[config.mk]
export PLATFORM = sky130hd
export DESIGN_NAME = reg_wr_arbiter
export DESIGN_NICKNAME = d
export VERILOG_FILES = /design/src/rtl/reg_wr_arbiter_pkg.sv /design/src/rtl/reg_wr_arbiter.sv
export SDC_FILE = /design/constraint.sdc
export NUM_CORES = 1
export LEC_CHECK = 0
export ABC_AREA = 1
export CAP_MARGIN = 20
export CORE_MARGIN = 1.5
export CORE_UTILIZATION = 30
export DETAILED_ROUTE_END_ITERATION = 10
export GPL_TIMING_DRIVEN = 1
export SYNTH_ARGS = -nofsm -noshare
export SYNTH_HDL_FRONTEND = slang
export SYNTH_SLANG_ARGS = --single-unit
[constraint.sdc]
create_clock -name clk -period 2.01 [get_ports clk]
set_input_delay 0.3015 -clock clk [delete_from_list [all_inputs] [get_ports clk]]
set_output_delay 0.3015 -clock clk [all_outputs]
set_load 0.01 [all_outputs]
[src/rtl/reg_wr_arbiter_pkg.sv]
// Shared types and defaults for the decode-stage register-file write arbiter.
package reg_wr_arbiter_pkg;

  typedef enum logic {
    NORMAL = 1'b0,
    HOLD   = 1'b1
  } arb_state_e;

  localparam int DEF_MAX_WAIT = 4;
  localparam int CNT_W        = 8;

endpackage

[src/rtl/reg_wr_arbiter.sv]
// Two-writer arbiter for the register-file write port: writeback has priority,
// aux is protected from starvation by a stall request after MAX_WAIT blocked cycles.
module reg_wr_arbiter
  import reg_wr_arbiter_pkg::*;
#(
  parameter  int WIDTH    = 16,
  parameter  int N_REGS   = 8,
  parameter  int MAX_WAIT = DEF_MAX_WAIT,
  localparam int AW       = $clog2(N_REGS)
) (
  input  logic             clk,
  input  logic             rst,
  input  logic             wb_valid,
  input  logic [AW-1:0]    wb_addr,
  input  logic [WIDTH-1:0] wb_data,
  input  logic             aux_valid,
  input  logic [AW-1:0]    aux_addr,
  input  logic [WIDTH-1:0] aux_data,
  output logic             aux_ready,
  output logic             stall_req,
  output logic             RegWrite,
  output logic [AW-1:0]    write_address,
  output logic [WIDTH-1:0] write_data
);

  localparam logic [CNT_W-1:0] WAIT_LAST = CNT_W'(MAX_WAIT - 1);
  localparam logic [CNT_W-1:0] CNT_MAX   = {CNT_W{1'b1}};

  arb_state_e       state;
  logic [CNT_W-1:0] wait_cnt;
  logic             aux_xfer;
  logic             aux_blocked;

  assign aux_ready   = aux_valid && !wb_valid;
  assign aux_xfer    = aux_valid && aux_ready;
  assign aux_blocked = aux_valid && !aux_ready;

  // Output register: one write per cycle, wb first; addr/data hold when idle.
  always_ff @(posedge clk or posedge rst) begin
    if (rst) begin
      RegWrite      <= 1'b0;
      write_address <= '0;
      write_data    <= '0;
    end else if (wb_valid) begin
      RegWrite      <= 1'b1;
      write_address <= wb_addr;
      write_data    <= wb_data;
    end else if (aux_valid) begin
      RegWrite      <= 1'b1;
      write_address <= aux_addr;
      write_data    <= aux_data;
    end else begin
      RegWrite      <= 1'b0;
    end
  end

  always_ff @(posedge clk or posedge rst) begin
    if (rst) begin
      wait_cnt <= '0;
    end else if (aux_blocked) begin
      if (wait_cnt != CNT_MAX) wait_cnt <= wait_cnt + 1'b1;
    end else begin
      wait_cnt <= '0;
    end
  end

  // HOLD persists only while aux keeps being blocked; transfer or withdrawal exits.
  always_ff @(posedge clk or posedge rst) begin
    if (rst) begin
      state     <= NORMAL;
      stall_req <= 1'b0;
    end else begin
      case (state)
        NORMAL: begin
          if (aux_blocked && wait_cnt == WAIT_LAST) begin
            state     <= HOLD;
            stall_req <= 1'b1;
          end
        end
        HOLD: begin
          if (aux_xfer || !aux_valid) begin
            state     <= NORMAL;
            stall_req <= 1'b0;
          end
        end
        default: begin
          state     <= NORMAL;
          stall_req <= 1'b0;
        end
      endcase
    end
  end

endmodule

==> out/metrics.cfg, run 1 <==
[outcome]
status=finished, final reports clean

[routing]
drc=0
wl_per_cell_um=11.5
drt_wl_total_mm=3.52
drt_iter0_drc=81
vias=1379
ant_nets=0
viasPerCell=4.51
first_pass_iters=4

[layout]
stdcell_count=306
fin_nets=294
stdcell_area_um2=2240
utilization_pct=47.8
fillers=473
area_growth_pct=54.1
n_antenna_cell=0
drive_gt1_share_pct=9.13

[floorplanning]
die_h_um=72.7
die_area_um2=5280
core_um2=4690
die_x_um=72.7
start_util_pct=31.0
rows=25
ioPinCount=64

[placed_design]
gp_congestion=0.834
dp_hpwl_mm=2.63
placed_area_um2=2140
numPortBuffers=63
dp.cells=298
dp_slack_ns=0.199

[worst_setup_path]
path_max_fanout=3
r2r_slack_ns=0.66
cpMaxStageDelayCell=clkdlybuf4s50_1
critPathLaunchType=input port
slowest_delay_ns=0.56
critical_path.most_common_cell=clkdlybuf4s50_1
cp.required_ns=1.71
crit_chain=clkdlybuf4s50_1 > nand2_1 > inv_1 > clkdlybuf4s50_1
worstPathArrival_ns=1.50
cp-end-kind=output pin
crit_buf_inv=3
critical_path_class=in -> out
crit_family=buffers and inverters

[clock_network]
cts_max_level=2
cts_tree=yes
clkTransAtPathRegs_ns=0.06
cts_root_buf=clkbuf_8
clk_latency_ns=0.28
holdBufCountCts=0
cts_buffer_depth=2
cts.sinks=30
post_cts_buffers=0
cts_made_buffers=5
cts_resized=0

[sta]
period_share_pct=89.5
clock_skew_ns=0.00246
worst_slew_pin_slew_ns=0.379
whs_ns=0.393
setup_viol=0
fin_crit_ns=1.80
hold_viol=0
final_max_slew_viol_count=0
relSlewSlack_pct=74.7
rsz0062_at_grt=no
finalSetupTns_ns=0
layout_setup_ws_ns=0.212
fmax_ghz=0.556

[synth]
synth_area_leaders=dfrtp_1 52%, nand2_1 20%, nand3_1 10%
yosysUniqueCellTypes=19
syn_area_um2=1460
muxShareOfSynthArea_pct=0
synth_top_family_by_area=simple AND/OR/NAND/NOR gates
synth-xor-area-share_pct=0
synth_edf_count=0
yosys_register_bits=30
synth_commonest_cells=77 x nand2_1, 30 x dfrtp_1, 29 x nand3_1
yosys.cell_count.top_type=nand2_1
ys_seq_area_share_pct=51.5
synth_fp_nets=227
synthFlopType=dfrtp_1
synth_simple_gate_area_share_pct=38.7
synth_top_area_share_pct=51.5
synth-compound-area-share_pct=2.15
async_reset_ff_share_pct=100
synth_area_per_cell_um2=7.92
synth_fa_ha_area_share_pct=0.859
yosysWarnings=0
postSynthCellCount=184
netlist.top_cell.by_area=dfrtp_1

[power_and_ir_drop]
power.density_nw_per_um2=679
finalPower_mw=1.52
ir_worst_vdd_v=0.000320
leakage_nw=1.04

[global_routing]
antenna_found_initial=0
grt_pass1_vias=1323
grt.overflow.total=0
grt_first_pass_wirelength_mm=5.89
grt_usage_pct=14.6
grt_max_degree=31

[run]
maxCapViolations=0

[worst_hold_path]
hp-class=in -> async

tightest hold or removal path: stages:
cell	delay, ns
clkdlybuf4s50_1	0.39
inv_1	0.05
buf_4	0.34
cell families after synthesis:
family | Yosys count
flip-flops | 30
adder cells (fa/ha/maj) | 1
AND/OR/NAND/NOR | 127
AO/OA/AOI/OAI | 5
buffers and inverters | 21
report_power, final:
part | leakage [nW] | switching, mW | internal [mW] | total (mW)
clock | 0.0579 | 0.228 | 0.364 | 0.592
combinational | 0.605 | 0.107 | 0.161 | 0.267
sequential | 0.379 | 0.0217 | 0.643 | 0.665
total | 1.04 | 0.356 | 1.17 | 1.52
path summary, 6_finish.rpt:
path	start	to	cells past startpoint
max in group asynchronous	rst	RegWrite	3
hold reg to reg	write_data[5]	write_data[5]	2
hold / removal	rst	wait_cnt[1]	3
setup reg to reg	wait_cnt[0]	wait_cnt[4]	6
setup / recovery	aux_valid	aux_ready	4
min in group clk	write_data[5]	write_data[5]	2
state kept, by name, summed over array words and instances, names as in the netlist:
name	cells
write_data	16
write_address	3
RegWrite	1
stall_req	1
wait_cnt	8
state	1
cells in the final DEF, fill, tap and decap left out, drive strengths merged:
cell type / Yosys / routed
nor2: 12 / 12
buf: 6 / 3
nand4: 4 / 4
a21oi: 4 / 4
dfrtp: 30 / 30
clkbuf: 0 / 5
inv: 15 / 15
or2: 1 / 1
clkdlybuf4s50: 0 / 63
bufinv: 0 / 1
ha: 1 / 1
clkinv: 0 / 2
nand2: 80 / 80
o21bai: 1 / 1
nand3: 30 / 30
cell type report:
cell class | instances | area, um2 | share of cell area (%)
Sequential cell | 30 | 751 | 33.4
Timing Repair Buffer | 66 | 653 | 29.1
Multi-Input combinational cell | 133 | 608 | 27.1
Clock buffer | 5 | 68.8 | 3.07
Tap cell | 54 | 67.6 | 3.01
Inverter | 15 | 56.3 | 2.51
Clock inverter | 3 | 40.0 | 1.78
layer usage:
metal | global-route usage, % | part of all wire [%] | vias up
met5 | 0 | 0 | -
li1 | - | - | 715
met1 | 17.0 | 42 | 621
met3 | 5.39 | 6.8 | 5
met2 | 24.1 | 50 | 38
met4 | 6.29 | 1.4 | 0
Power figures use the tool's default switching activity.
==> inputs of run 2 (changes only) <==
Settings changed: CORE_MARGIN 1.5 to not set, MAX_ROUTING_LAYER set to met4, RECOVER_POWER set to 50.
==> run 2 against run 1 <==
  * Largest power group unchanged
  * Register-to-register slack is essentially flat
  * Critical endpoint unchanged
  * Final cell count shrank 0.65%
  * Routed wire length shrank 0.28%
  * Die area shrank 2.7%
  * Utilization grew 1.4 points
  * Critical path type unchanged
==> out/metrics.cfg, run 2 (synthesis results as in run 1) <==
[worst_setup_path]
crit_buf_inv=3
crit_chain=dlygate4sd3_1 > nand2_1 > inv_1 > clkdlybuf4s50_1
cpMaxStageDelayCell=dlygate4sd3_1
critPathLaunchType=input port
r2r-start=wait_cnt[0]
cp-end-kind=output pin
path_max_fanout=3
critical_path_class=in -> out
startpoint=aux_valid
worstPathArrival_ns=1.56
cp.required_ns=1.71
slowest_delay_ns=0.57
crit_family=buffers and inverters

[floorplanning]
start_util_pct=32.3
die_x_um=71.7
core_um2=4500
die_h_um=71.7
rows=24
die_area_um2=5140
ioPinCount=64

[global_routing]
antenna_found_initial=0
grt_first_pass_wirelength_mm=6.26
grt_usage_pct=16.1
grt.overflow.total=0
grt_max_degree=31
grt_pass1_vias=1418

[outcome]
status=finished, final reports clean

[worst_hold_path]
hp-start=write_address[1]
hp-class=reg -> reg

[clock_network]
cts_buffer_depth=2
cts_made_buffers=5
cts_root_buf=clkbuf_8
clkTransAtPathRegs_ns=0.06
clk_latency_ns=0.28
cts_tree=yes
cts_max_level=2
holdBufCountCts=0
post_cts_buffers=0
cts.sinks=30
cts_resized=0

[power_and_ir_drop]
clkPwrFrac_pct=34.6
p_int_mw=1.08
finalPower_mw=1.42
power.density_nw_per_um2=640
switchingPower_mw=0.344
sw_frac_of_total_pct=24.2
seq_power_share_pct=46.8
ir_worst_vdd_v=0.000321
pwr-share-comb_pct=18.6
leakage_nw=1.03

[layout]
area_growth_pct=52.4
fin_nets=294
utilization_pct=49.3
largest_reg_flops=16
mostFrequentLayoutCells=78 x nand2_1, 61 x clkdlybuf4s50_1, 30 x dfrtp_1, 29 x nand3_1, 13 x inv_1
fillers=441
largestRegisters=write_data (16), wait_cnt (8), write_address (3)
stdcell_area_um2=2220
drive_gt1_share_pct=7.94
stdcell_count=304
top_register=write_data
final_common_cell=nand2_1
n_antenna_cell=0

[sta]
fin_crit_ns=1.86
hold_viol=0
whs_ns=0.485
rsz0062_at_grt=no
finalSetupTns_ns=0
setup_viol=0
final_max_slew_viol_count=0
clock_skew_ns=0.00762
fmax_ghz=0.537
worst_slew_pin_slew_ns=0.738
layout_setup_ws_ns=0.149
relSlewSlack_pct=50.8
period_share_pct=92.6

[placed_design]
gp_congestion=0.824
dp_slack_ns=0.178
numPortBuffers=63
dp.cells=296
placed_area_um2=2130
dp_hpwl_mm=2.51

[routing]
drt_wl_total_mm=3.51
drt_iter0_drc=55
highest_layer=met4
routedLengthMet1_mm=1.61
viasPerCell=4.48
ant_nets=0
drc=0
vias=1363
wl_met2_mm=1.65
wl_per_cell_um=11.5
first_pass_iters=4
dr_wl_met3_um=215

[run]
maxCapViolations=0

[run 2: cell count changes in the layout (fill, tap and decap cells not counted)]
cell,delta
buf_4,-1
bufinv_16,-1
clkbuf_1,+1
clkbuf_2,+1
clkbuf_8,+1
clkdlybuf4s50_1,-2
clkinv_2,-1
dlygate4sd3_1,+2
inv_1,+1
inv_2,-1
nand2_1,+1
nand2_2,-1
[run 2: tightest hold or removal path: stages (launching register included)]
cell	delay, ns
dfrtp_1	0.34
nand2_1	0.05
nand3_1	0.06
[run 2: final cells by class]
| cell class | count | area, um2 | share of cell area [%] |
|---|---|---|---|
| clock buffer | 7 | 86.3 | 3.89 |
| clock inverter | 1 | 5.00 | 0.225 |
| inverter | 15 | 56.3 | 2.54 |
| multi-input combinational | 133 | 606 | 27.3 |
| sequential | 30 | 751 | 33.8 |
| tap | 52 | 65.1 | 2.93 |
| timing repair buffer | 66 | 651 | 29.3 |
[run 2: routing by layer]
| metal | GRT usage, % | vias to the layer above |
|---|---|---|
| met5 | - | - |
| met4 | 4.79 | 0 |
| met3 | 5.63 | 4 |
| met2 | 25.2 | 42 |
| met1 | 19.8 | 607 |
| li1 | - | 710 |
[run 2: path summary, 6_finish.rpt]
check | endpoint | slack, ns | cells after the start
min in group asynchronous | wait_cnt[3] | 0.67 | 3
worst max register to register | wait_cnt[4] | 0.67 | 6
worst min-delay path | write_address[1] | 0.48 | 2
max in group asynchronous | write_data[10] | 0.87 | 3
worst max-delay path | aux_ready | 0.15 | 4
worst min register to register | write_address[1] | 0.48 | 2
[run 2: power by group through the flow]
stage	Clock, mW	Sequential, mW	Combinational, mW
2_1_floorplan	0	0.692	0.0776
3_3_place_gp	0	0.675	0.272
3_5_place_dp	0	0.674	0.273
4_1_cts	0.515	0.665	0.273
5_1_grt	0.546	0.671	0.292
6_report	0.491	0.665	0.265
==> inputs of run 3 (changes only) <==
--- a/config.mk
+++ b/config.mk
@@ -9,8 +9,10 @@
 export CAP_MARGIN = 20
 export CORE_UTILIZATION = 30
+export CTS_BUF_LIST = sky130_fd_sc_hd__clkbuf_8 sky130_fd_sc_hd__clkbuf_16
 export DETAILED_ROUTE_END_ITERATION = 10
 export GPL_TIMING_DRIVEN = 1
 export MAX_ROUTING_LAYER = met4
 export RECOVER_POWER = 50
+export SLEW_MARGIN = 0
 export SYNTH_ARGS = -nofsm -noshare
 export SYNTH_HDL_FRONTEND = slang
==> constraint.sdc (replaced) <==
create_clock -name clk -period 2.01 [get_ports clk]
set_input_delay 0.3015 -clock clk [delete_from_list [all_inputs] [get_ports clk]]
set_output_delay 0.3015 -clock clk [all_outputs]
set_load 0.1 [all_outputs]
==> run 3 against run 2 <==
  * Sequential share of layout area increased by 0.72 points
  * Worst hold slack got worse by 0.0016 ns
  * Total power increased by 22%
  * Die area unchanged
  * Register-to-register slack got worse by 0.02 ns
  * Flip-flop and latch count unchanged
  * Setup slack improved by 0.22 ns
  * First-iteration DRC count increased by 56%
  * Global-route usage decreased by 0.90 points
  * Combinational power increased by 93%
  * Critical path type unchanged
  * Largest power group unchanged
  * Highest routed layer unchanged
==> out/metrics.cfg, run 3 (synthesis results as in run 1) <==
[routing]
drc=0
ant_nets=0
first_pass_iters=4
vias=1372
viasPerCell=4.51
drt_iter0_drc=86
drt_wl_total_mm=3.38
wl_per_cell_um=11.1

[worst_setup_path]
startpoint=wb_valid
crit_chain=dlygate4sd3_1 > inv_2 > nand2_1 > inv_1 > buf_12
r2r-start=wait_cnt[0]
r2r_slack_ns=0.65
critPathLaunchType=input port
critical_path_class=in -> out
path_max_fanout=4
cpMaxStageDelayCell=dlygate4sd3_1
slowest_delay_ns=0.60
worstPathArrival_ns=1.34
cp-end-kind=output pin
r2r_cells=6
r2r-end=wait_cnt[4]
crit_family=buffers and inverters
cp.required_ns=1.71
crit_buf_inv=4

[power_and_ir_drop]
power.density_nw_per_um2=800
ir_worst_vdd_v=0.000383
leakage_nw=1.06
finalPower_mw=1.74

[layout]
top_register=write_data
area_growth_pct=49.2
drive_gt1_share_pct=17.9
stdcell_area_um2=2170
stdcell_count=304
final_common_cell=nand2_1
fin_nets=294
utilization_pct=48.3
mostFrequentLayoutCells=77 x nand2_1, 39 x clkdlybuf4s50_1, 30 x dfrtp_1, 29 x nand3_1, 13 x buf_4
n_antenna_cell=0
largestRegisters=write_data (16), wait_cnt (8), write_address (3)
largest_reg_flops=16

[floorplanning]
core_um2=4500
die_h_um=71.7
rows=24
start_util_pct=32.3
ioPinCount=64
die_x_um=71.7
die_area_um2=5140

[global_routing]
antenna_found_initial=0
grt_max_degree=31
grt_usage_pct=15.2
grt_pass1_vias=1352
grt.overflow.total=0
grt_first_pass_wirelength_mm=5.93

[worst_hold_path]
hold_end=write_address[1]
hold_depth=2
hp-start=write_address[1]
hp-class=reg -> reg

[sta]
rsz0062_at_grt=no
clock_skew_ns=0.00170
fmax_ghz=0.611
finalSetupTns_ns=0
fin_crit_ns=1.64
hold_viol=0
layout_setup_ws_ns=0.372
worst_slew_pin_slew_ns=0.740
whs_ns=0.483
setup_viol=0
final_max_slew_viol_count=0
period_share_pct=81.5
relSlewSlack_pct=50.7

[clock_network]
cts_resized=0
cts_max_level=2
cts_tree=yes
clkTransAtPathRegs_ns=0.06
post_cts_buffers=0
cts.sinks=30
clk_latency_ns=0.28
holdBufCountCts=0
cts_buffer_depth=2
cts_root_buf=clkbuf_8
cts_made_buffers=5

[placed_design]
gp_congestion=0.825
dp_hpwl_mm=2.50
numPortBuffers=63
dp.cells=296
placed_area_um2=2090
dp_slack_ns=0.407

[outcome]
status=finished, final reports clean

[run]
maxCapViolations=0

==> run 3: changes by cell type in the layout (fill, tap and decap cells not counted), sizes merged <==
cell           before  now
clkdlybuf4s50      61   39
clkbuf              8   19
clkinv              1    0
buf                 2   14
==> run 3: how the worst max path moves through the flow <==
stage	endpoint	depth (start not counted)	slack (ns)
2_1_floorplan	wait_cnt[4]	6	0.76
3_3_place_gp	wait_cnt[1]	6	0.45
3_5_place_dp	wait_cnt[1]	6	0.41
4_1_cts	aux_ready	5	0.48
5_1_grt	aux_ready	5	0.30
6_report	aux_ready	5	0.37
==> run 3: tightest hold or removal path: cells and delay by family, from the launching register on <==
family	cells	cell delay (ns)
flops	1	0.34
simple gates	2	0.11
==> run 3: routing by layer <==
metal | part of all wire, % | track usage (%) | vias up
met3 | 4.7 | 3.80 | 5
met2 | 46 | 23.8 | 41
met5 | 0 | - | -
met1 | 48 | 19.4 | 614
met4 | 1.1 | 5.23 | 0
li1 | - | - | 712
==> run 3: final cells by class <==
type,count,area [um2]
clock buffers,8,110
inverters,15,56.3
multi-input cells,133,608
repair buffers,66,583
fillers,449,2330
well taps,52,65.1
flip-flops and latches,30,751
==> run 3: where the power goes <==
group / total (mW) / internal, mW / switching (mW) / leakage [nW]
registers: 0.665 / 0.643 / 0.0222 / 0.379
clock network: 0.562 / 0.345 / 0.217 / 0.0575
logic: 0.512 / 0.136 / 0.376 / 0.626
